`src/rtl/audio_rx.sv`:
```
// audio_rx: serial codec receiver. It synchronises the codec frame clock, bit clock
// and data, assembles MSB-first words, pairs left and right words into stereo
// samples and hands them to the consumer with a valid/ack handshake.
// Optional feature: define AUDIO_RX_PEAK_EN to enable the peak-magnitude tracker.
`timescale 1ns/100ps
module audio_rx #(
    parameter int SAMPLE_W = 16
) (
    input  logic                clk,
    input  logic                reset,
    input  logic                rx_en,
    input  logic                audio_lr,
    input  logic                audio_clk,
    input  logic                audio_adc_data,
    output logic [SAMPLE_W-1:0] sample_l,
    output logic [SAMPLE_W-1:0] sample_r,
    output logic                sample_valid,
    input  logic                sample_ack,
    output logic                overrun,
    output logic                frame_err,
    input  logic                err_clear,
    output logic [SAMPLE_W-2:0] peak,
    input  logic                peak_clear
);
    localparam int CNT_W = $clog2(SAMPLE_W + 1);
    localparam logic [CNT_W-1:0] FULL_CNT = CNT_W'(SAMPLE_W);

    // Synchroniser stages (meta -> r -> rr) and a fill marker
    logic lr_meta_q, lr_r_q, lr_rr_q;
    logic bclk_meta_q, bclk_r_q, bclk_rr_q;
    logic dat_meta_q, dat_r_q;
    logic [2:0] fill_q;
    logic frame_edge, bit_strobe;

    // Capture stage
    logic [CNT_W-1:0]    cnt_q, cnt_d;
    logic [SAMPLE_W-1:0] shift_q, shift_d;
    logic                armed_q, armed_d;
    logic                commit_vld_q, commit_vld_d;
    logic [SAMPLE_W-1:0] commit_word_q, commit_word_d;
    logic                commit_ch_q, commit_ch_d;
    logic                short_err;

    // Pairing / output stage
    logic                pend_l_q, pend_l_d;
    logic [SAMPLE_W-1:0] pend_word_q, pend_word_d;
    logic [SAMPLE_W-1:0] sample_l_q, sample_l_d, sample_r_q, sample_r_d;
    logic                valid_q, valid_d, overrun_q, overrun_d, frame_err_q, frame_err_d;
    logic                pair_commit, orphan_err;

    // Two-flop synchronisers plus one delay stage for edge detection
    always_ff @(posedge clk) begin
        if (reset) begin
            lr_meta_q   <= 1'b0; lr_r_q   <= 1'b0; lr_rr_q   <= 1'b0;
            bclk_meta_q <= 1'b0; bclk_r_q <= 1'b0; bclk_rr_q <= 1'b0;
            dat_meta_q  <= 1'b0; dat_r_q  <= 1'b0;
            fill_q      <= '0;
        end else begin
            lr_meta_q   <= audio_lr;       lr_r_q   <= lr_meta_q;   lr_rr_q   <= lr_r_q;
            bclk_meta_q <= audio_clk;      bclk_r_q <= bclk_meta_q; bclk_rr_q <= bclk_r_q;
            dat_meta_q  <= audio_adc_data; dat_r_q  <= dat_meta_q;
            fill_q      <= {fill_q[1:0], 1'b1};
        end
    end

    // Reset zeroes the sync chain; a high pin would then look like an edge. Edges are
    // only trusted once every stage holds a real pin sample, so reset cannot arm capture.
    assign frame_edge = fill_q[2] & (lr_r_q ^ lr_rr_q);
    assign bit_strobe = fill_q[2] & bclk_r_q & ~bclk_rr_q;

    // Word assembly: shift bits, count them, decide commit or short word at frame edges
    always_comb begin
        cnt_d         = cnt_q;
        shift_d       = shift_q;
        armed_d       = armed_q;
        commit_vld_d  = 1'b0;
        commit_word_d = commit_word_q;
        commit_ch_d   = commit_ch_q;
        short_err     = 1'b0;
        if (!rx_en) begin
            cnt_d   = '0;
            armed_d = 1'b0;
        end else begin
            if (frame_edge) begin
                if (armed_q) begin
                    if (cnt_q == FULL_CNT) begin
                        commit_vld_d  = 1'b1;
                        commit_word_d = shift_q;
                        commit_ch_d   = lr_rr_q;
                    end else begin
                        short_err = 1'b1;
                    end
                end
                armed_d = 1'b1;
                cnt_d   = '0;
            end
            // A strobe coinciding with the frame edge is bit 0 of the new word
            if (bit_strobe && (frame_edge || cnt_q != FULL_CNT)) begin
                shift_d = {shift_q[SAMPLE_W-2:0], dat_r_q};
                cnt_d   = frame_edge ? CNT_W'(1) : cnt_q + 1'b1;
            end
        end
    end

    // Capture-stage registers
    always_ff @(posedge clk) begin
        if (reset) begin
            cnt_q         <= '0;
            shift_q       <= '0;
            armed_q       <= 1'b0;
            commit_vld_q  <= 1'b0;
            commit_word_q <= '0;
            commit_ch_q   <= 1'b0;
        end else begin
            cnt_q         <= cnt_d;
            shift_q       <= shift_d;
            armed_q       <= armed_d;
            commit_vld_q  <= commit_vld_d;
            commit_word_q <= commit_word_d;
            commit_ch_q   <= commit_ch_d;
        end
    end

    // Pairing, handshake and sticky error flags
    always_comb begin
        pend_l_d    = pend_l_q;
        pend_word_d = pend_word_q;
        sample_l_d  = sample_l_q;
        sample_r_d  = sample_r_q;
        valid_d     = valid_q;
        pair_commit = 1'b0;
        orphan_err  = 1'b0;
        if (!rx_en) begin
            pend_l_d = 1'b0;
        end else if (commit_vld_q) begin
            if (!commit_ch_q) begin
                pend_l_d    = 1'b1;
                pend_word_d = commit_word_q;
            end else if (pend_l_q) begin
                pair_commit = 1'b1;
                pend_l_d    = 1'b0;
                sample_l_d  = pend_word_q;
                sample_r_d  = commit_word_q;
            end else begin
                orphan_err = 1'b1;
            end
        end
        if (pair_commit) begin
            valid_d = 1'b1;
        end else if (sample_ack) begin
            valid_d = 1'b0;
        end
        // A set in the same cycle as err_clear wins
        overrun_d   = (pair_commit & valid_q & ~sample_ack) | (overrun_q & ~err_clear);
        frame_err_d = short_err | orphan_err | (frame_err_q & ~err_clear);
    end

    // Output-stage registers
    always_ff @(posedge clk) begin
        if (reset) begin
            pend_l_q    <= 1'b0;
            pend_word_q <= '0;
            sample_l_q  <= '0;
            sample_r_q  <= '0;
            valid_q     <= 1'b0;
            overrun_q   <= 1'b0;
            frame_err_q <= 1'b0;
        end else begin
            pend_l_q    <= pend_l_d;
            pend_word_q <= pend_word_d;
            sample_l_q  <= sample_l_d;
            sample_r_q  <= sample_r_d;
            valid_q     <= valid_d;
            overrun_q   <= overrun_d;
            frame_err_q <= frame_err_d;
        end
    end

    assign sample_l     = sample_l_q;
    assign sample_r     = sample_r_q;
    assign sample_valid = valid_q;
    assign overrun      = overrun_q;
    assign frame_err    = frame_err_q;

`ifdef AUDIO_RX_PEAK_EN
    // Magnitude of a two's complement word; the most negative value saturates
    function automatic logic [SAMPLE_W-2:0] mag_of(input logic [SAMPLE_W-1:0] x);
        logic [SAMPLE_W-1:0] neg;
        neg = -x;
        if (!x[SAMPLE_W-1]) return x[SAMPLE_W-2:0];
        if (x[SAMPLE_W-2:0] == '0) return '1;
        return neg[SAMPLE_W-2:0];
    endfunction

    logic [SAMPLE_W-2:0] peak_q, peak_d, mag_l, mag_r, pair_mag;
    assign mag_l    = mag_of(pend_word_q);
    assign mag_r    = mag_of(commit_word_q);
    assign pair_mag = (mag_l > mag_r) ? mag_l : mag_r;

    // Peak tracker: running maximum over committed pairs
    always_comb begin
        peak_d = peak_q;
        if (peak_clear) begin
            peak_d = pair_commit ? pair_mag : '0;
        end else if (pair_commit && pair_mag > peak_q) begin
            peak_d = pair_mag;
        end
    end

    // Peak register
    always_ff @(posedge clk) begin
        if (reset) begin
            peak_q <= '0;
        end else begin
            peak_q <= peak_d;
        end
    end

    assign peak = peak_q;
`else
    logic unused_peak_clear;
    assign unused_peak_clear = peak_clear;
    assign peak = '0;
`endif

endmodule
```
`config.mk`:
```
export PLATFORM = sky130hd
export DESIGN_NAME = audio_rx
export DESIGN_NICKNAME = d
export VERILOG_FILES = /design/src/rtl/audio_rx.sv
export SDC_FILE = /design/constraint.sdc
export NUM_CORES = 1
export LEC_CHECK = 0
export BUFFER_PORTS_ARGS = -buffer_cell sky130_fd_sc_hd__buf_2
export CORE_UTILIZATION = 43
export DETAILED_ROUTE_END_ITERATION = 8
export HOLD_SLACK_MARGIN = 0.08
export PLACE_DENSITY_LB_ADDON = 0.1
export SKIP_CTS_REPAIR_TIMING = 1
export SYNTH_ARGS = -nofsm -noshare
export SYNTH_HDL_FRONTEND = slang
export SYNTH_SLANG_ARGS = --single-unit
```
`constraint.sdc`:
```
create_clock -name clk -period 1.4 [get_ports clk]
set_input_delay 0.07 -clock clk [delete_from_list [all_inputs] [get_ports clk]]
set_output_delay 0.07 -clock clk [all_outputs]
set_load 0.05 [all_outputs]
```
==> results of run 1 <==
layout make-up:
cell class	count	area (µm²)
clock buffers	10	128
clock inverters	6	75.1
flip-flops and latches	103	2060
well taps	105	131
fillers	832	3870
inverters	4	15.0
multi-input cells	322	1540
repair buffers	68	519
placed cells by master, fill, tap and decap left out, types with 3 or more instances in the layout:
cell type,synthesis,final
nor2_1,7,7
clkbuf_8,0,9
nand4_1,3,3
dfxtp_1,103,101
buf_4,16,11
a21oi_1,87,83
buf_2,6,42
buf_12,0,6
conb_1,1,15
a21oi_2,0,3
and2_1,3,3
dlygate4sd3_1,0,7
nand2_1,168,167
nor2b_1,11,11
state kept, by name, indices dropped and copies added, names as in the netlist, 3 cells and up:
name,count
pend_word_q,16
sample_l,16
commit_word_q,16
cnt_q,5
sample_r,16
fill_q,3
shift_q,16
tightest hold or removal path, stage by stage (launching register included):
cell and delay, ns:
dfxtp_1 0.31, nand2_1 0.05, a21oi_1 0.05
through the flow:
step                worst slack, ns  total power [mW]  std cells  cell area, µm²
floorplan                   -0.0393              3.20        471            3830
global placement            -0.0113              3.20        593            4130
detailed placement          -0.0438              3.20        593            4130
CTS                         -0.0800              5.10        609            4340
global route                 -0.128              5.26        618            4470
finish                      -0.0565              5.04        618            4470
routing by layer:
layer / wire (µm) / share of wire, % / track usage, %
met2: 3480 / 47 / 28.3
met3: 244 / 3.3 / 3.59
met4: 94 / 1.3 / 7.46
met1: 3610 / 49 / 22.7
met5: 0 / 0 / 0
cells by family after synthesis:
group                    count (synthesis)  synth area share [%]
AND/OR/NAND/NOR                        208                  23.7
XOR/XNOR                                 4                  1.13
adder cells (fa/ha/maj)                  2                 0.666
flip-flops                             103                  54.9
AO/OA/AOI/OAI                           92                  12.6
multiplexers                             1                 0.267
other                                    1                0.0999
buffers and inverters                   46                  6.60
path summary, 6_finish.rpt:
path                       to  cells after the start  slack (ns)     start
min                shift_q[0]                      2        0.44   dat_r_q
max          commit_word_q[5]                      7       -0.06  cnt_q[1]
max reg2reg  commit_word_q[5]                      7       -0.06  cnt_q[1]
min reg2reg        shift_q[0]                      2        0.44   dat_r_q
power breakdown:
| group | internal (mW) | switching (mW) |
|---|---|---|
| registers | 2.94 | 0.00588 |
| logic | 0.0470 | 0.159 |
| clock network | 0.856 | 1.03 |
| total | 3.84 | 1.19 |
==> reports/metrics.yaml, run 1 <==
outcome: "complete, but fails checks"
violations: "setup timing"
ios: 59
netlist_instances: 457
seq_area_frac_synth_pct: 54.9
yosys-top-cells-count: "nand2_1, dfxtp_1, a21oi_1"
clockBufferDepth: 2
dp_hpwl_um: 4800
cp_top_family: "simple AND/OR/NAND/NOR gates"
drt-pass1-iter-count: 4
maxSlewViolCount: 0
core_area_um2: 8340
crit_buf_inv: 2
yosys-top-cells-area: "dfxtp_1, nand2_1, a21oi_1"
fmax_mhz: 687
worstPathMaxFanout: 8
antenna_found_initial: 0
initial_core_util_pct: 45.0
cts.root.buffer_cell: "clkbuf_8"
grt_pass1_vias: 2635
port_buffers: 42
grt_max_degree: 82
whs_ns: 0.440
path_clk_slew_ns: 0.10
finalCriticalPeriod_ns: 1.46
cp_cell_sequence: "inv_2, ha_4, and4bb_4, and4_4, clkbuf_16, nand2_1, a21oi_1"
die_area_um2: 9110
synthArstFlopShare_pct: 0
htreeDepth: 3
setup_slack_ns: -0.0565
via_per_inst: 4.86
yosysUniqueCellTypes: 34
die_width_um: 95.4
nNetsFinal: 519
startpoint_type: "flop"
power.density_nw_per_um2: 1130
placementRows: 33
cp.arrival_ns: 1.76
place_congestion: 0.741
cpPeakStageDelay_ns: 0.34
drc_errors: 0
grt_pass1_wl_um: 12200
yosysMostFrequentCell: "nand2_1"
ys.flop_type: "dfxtp_1"
drive_gt1_share_pct: 17.9
yosysWarnings: 0
max-vdd-ir-drop_uv: 502
setup_tns_ns: -0.558
final_core_util_pct: 53.6
synth_top_cell_by_area: "dfxtp_1"
critPathRequiredTime_ns: 1.70
vias: 3004
synth_edf_count: 0
setup_viol: 17
antenna_cells: 0
hp-class: "reg -> reg"
numClockSinks: 103
routed_wl_um: 7440
clock_skew_ns: 0.00922
dieHeight_um: 95.4
cp-end-kind: "flop"
finalCritPeriodShare_pct: 104
clock_latency_ns: 0.36
track_usage_pct: 17.5
drt_iter0_drc: 131
hold_viol: 0
grt_overflow: 0
avgSynthCellArea_um2: 8.22
synth_top_area_share_pct: 54.9
netlist_area_um2: 3750
ys_ff_latch: 103
numCtsBuffers: 9
criticalPathCategory: "reg -> reg"
rsz0062_at_grt: "true"
area_growth_syn_to_layout_pct: 19.2
cts_tree: "yes"
critical-path-slowest-cell: "dfxtp_2"
leakage_nw: 1.65
antenna_left: 0
cap_violations: 0
wl_per_cell_um: 12.0
Note: power is estimated with default switching activity, not from simulation.
==> run 2, diff against run 1 <==
clock period = 1.6 ns   (was 1.4 ns; I/O delays follow)
==> run 2 against run 1 <==
Against the previous run:
- the run now ends clean
- clock power fell by 21%
- sequential power is 13% lower
- design area down 3.6%
==> reports/metrics.yaml, run 2 (same netlist as run 1, synthesis figures left out) <==
htreeDepth: 3
finalCriticalPeriod_ns: 1.49
seqCellArea_um2: 2060
place_area_um2: 4050
port_buffers: 42
track_usage_pct: 16.8
hold_viol: 0
crit_buf_inv: 2
nNetsFinal: 510
power.density_nw_per_um2: 983
startpoint_type: "flop"
grt_pass1_wl_um: 11700
outcome: "finished clean"
power_mw: 4.24
die_area_um2: 9110
wl_met2_um: 3390
cts_tree: "yes"
grt_max_degree: 91
multiInputGateArea_um2: 1510
critPathRequiredTime_ns: 1.89
antenna_cells: 0
antenna_found_initial: 0
hp-class: "in -> reg"
clock_latency_ns: 0.37
initial_core_util_pct: 45.0
maxSlewViolCount: 0
worstPathMaxFanout: 9
via_per_inst: 4.82
antenna_left: 0
final_cell_mix: "nand2_1, dfxtp_1, a21oi_1"
grt_overflow: 0
die_width_um: 95.4
grt_pass1_vias: 2499
max-vdd-ir-drop_uv: 537
drt-pass1-iter-count: 4
cap_violations: 0
vias: 2931
critical-path-slowest-cell: "dfxtp_2"
place_congestion: 0.710
setup_viol: 0
cp_cell_sequence: "inv_1, ha_1, and4bb_2, and4_4, buf_6, nand2_1, a21oi_1"
cp.arrival_ns: 1.78
clock_skew_ns: 0.0122
leakage_nw: 1.58
final_cell_area_um2: 4310
r2r_cells: 7
cp_top_family: "simple AND/OR/NAND/NOR gates"
placementRows: 33
dieHeight_um: 95.4
fmax_mhz: 671
wl_per_cell_um: 11.9
cts.root.buffer_cell: "clkbuf_8"
drive_gt1_share_pct: 15.1
criticalPathCategory: "reg -> reg"
wl_met3_um: 213
dp_hpwl_um: 4670
final_common_cell: "nand2_1"
nFillCells: 844
cpPeakStageDelay_ns: 0.33
path_clk_slew_ns: 0.09
area_growth_syn_to_layout_pct: 14.9
core_area_um2: 8340
hold_path_depth: 3
hp-start: "rx_en"
drc_errors: 0
clockBufferDepth: 2
ios: 59
routed_wl_um: 7210
numClockSinks: 103
finalCritPeriodShare_pct: 93.1
reg2reg_to: "commit_word_q[4]"
whs_endpoint: "frame_err"
routed.top_layer: "met4"
r2r-start: "cnt_q[0]"
reg2reg_slack_ns: 0.11
rsz0062_at_grt: "true"
cp-end-kind: "flop"
drt_iter0_drc: 158
wl_met1_um: 3520
numCtsBuffers: 9
-- run 2: cell types whose count changed in the layout (fill, tap and decap cells not counted), sizes merged --
cell | previous run | this run
clkbuf | 11 | 9
clkinv | 1 | 2
bufinv | 1 | 0
buf | 60 | 53
dlygate4sd3 | 7 | 6
-- run 2: worst max-delay path by stage --
| stage | endpoint | cells after the start | from |
|---|---|---|---|
| 3_3_place_gp | commit_word_q[4] | 7 | cnt_q[0] |
| 5_1_grt | shift_q[13] | 7 | cnt_q[0] |
| 6_report | commit_word_q[4] | 7 | cnt_q[0] |
| 3_5_place_dp | commit_word_q[4] | 7 | cnt_q[0] |
| 4_1_cts | commit_word_q[4] | 7 | cnt_q[0] |
| 2_1_floorplan | commit_ch_q | 7 | cnt_q[0] |
-- run 2: power by group --
part	leakage (nW)	internal, mW	total, mW	switching [mW]
clock	0.0882	0.584	1.49	0.901
sequential	0.832	2.57	2.58	0.00533
combinational	0.663	0.0366	0.173	0.136
-- run 2: layout make-up --
cell class	count	share of cell area, %
Tap cell	105	3.05
Multi-Input combinational cell	322	35.0
Clock buffer	9	2.87
Inverter	4	0.348
Timing Repair Buffer	59	9.60
Clock inverter	6	1.25
Sequential cell	103	47.8
-- run 2: worst reg2reg max path, cell delays in order, from the launching register on --
cell,delay (ns)
dfxtp_2,0.33
inv_1,0.07
ha_1,0.16
and4bb_2,0.30
and4_4,0.24
buf_6,0.13
nand2_1,0.07
a21oi_1,0.12
-- run 2: metal layers --
layer | up-vias | GRT usage, %
met5 | - | 0
met3 | 9 | 4.15
met2 | 43 | 28.0
met4 | 0 | 5.22
li1 | 1532 | -
met1 | 1347 | 21.4
-- run 2: metrics by stage --
| step | setup WS, ns | TNS (ns) | utilization, % | hold WS (ns) | std cells |
|---|---|---|---|---|---|
| 5_1_grt | -0.00141 | -0.00141 | 51.7 | 0.104 | 608 |
| 6_report | 0.110 | 0 | 51.7 | 0.0953 | 608 |
| 3_5_place_dp | 0.0923 | 0 | 48.5 | 0.300 | 587 |
| 2_1_floorplan | 0.0430 | 0 | - | 0.177 | 471 |
| 3_3_place_gp | 0.123 | 0 | 48.5 | 0.297 | 587 |
| 4_1_cts | 0.0603 | 0 | 50.7 | -0.0808 | 602 |
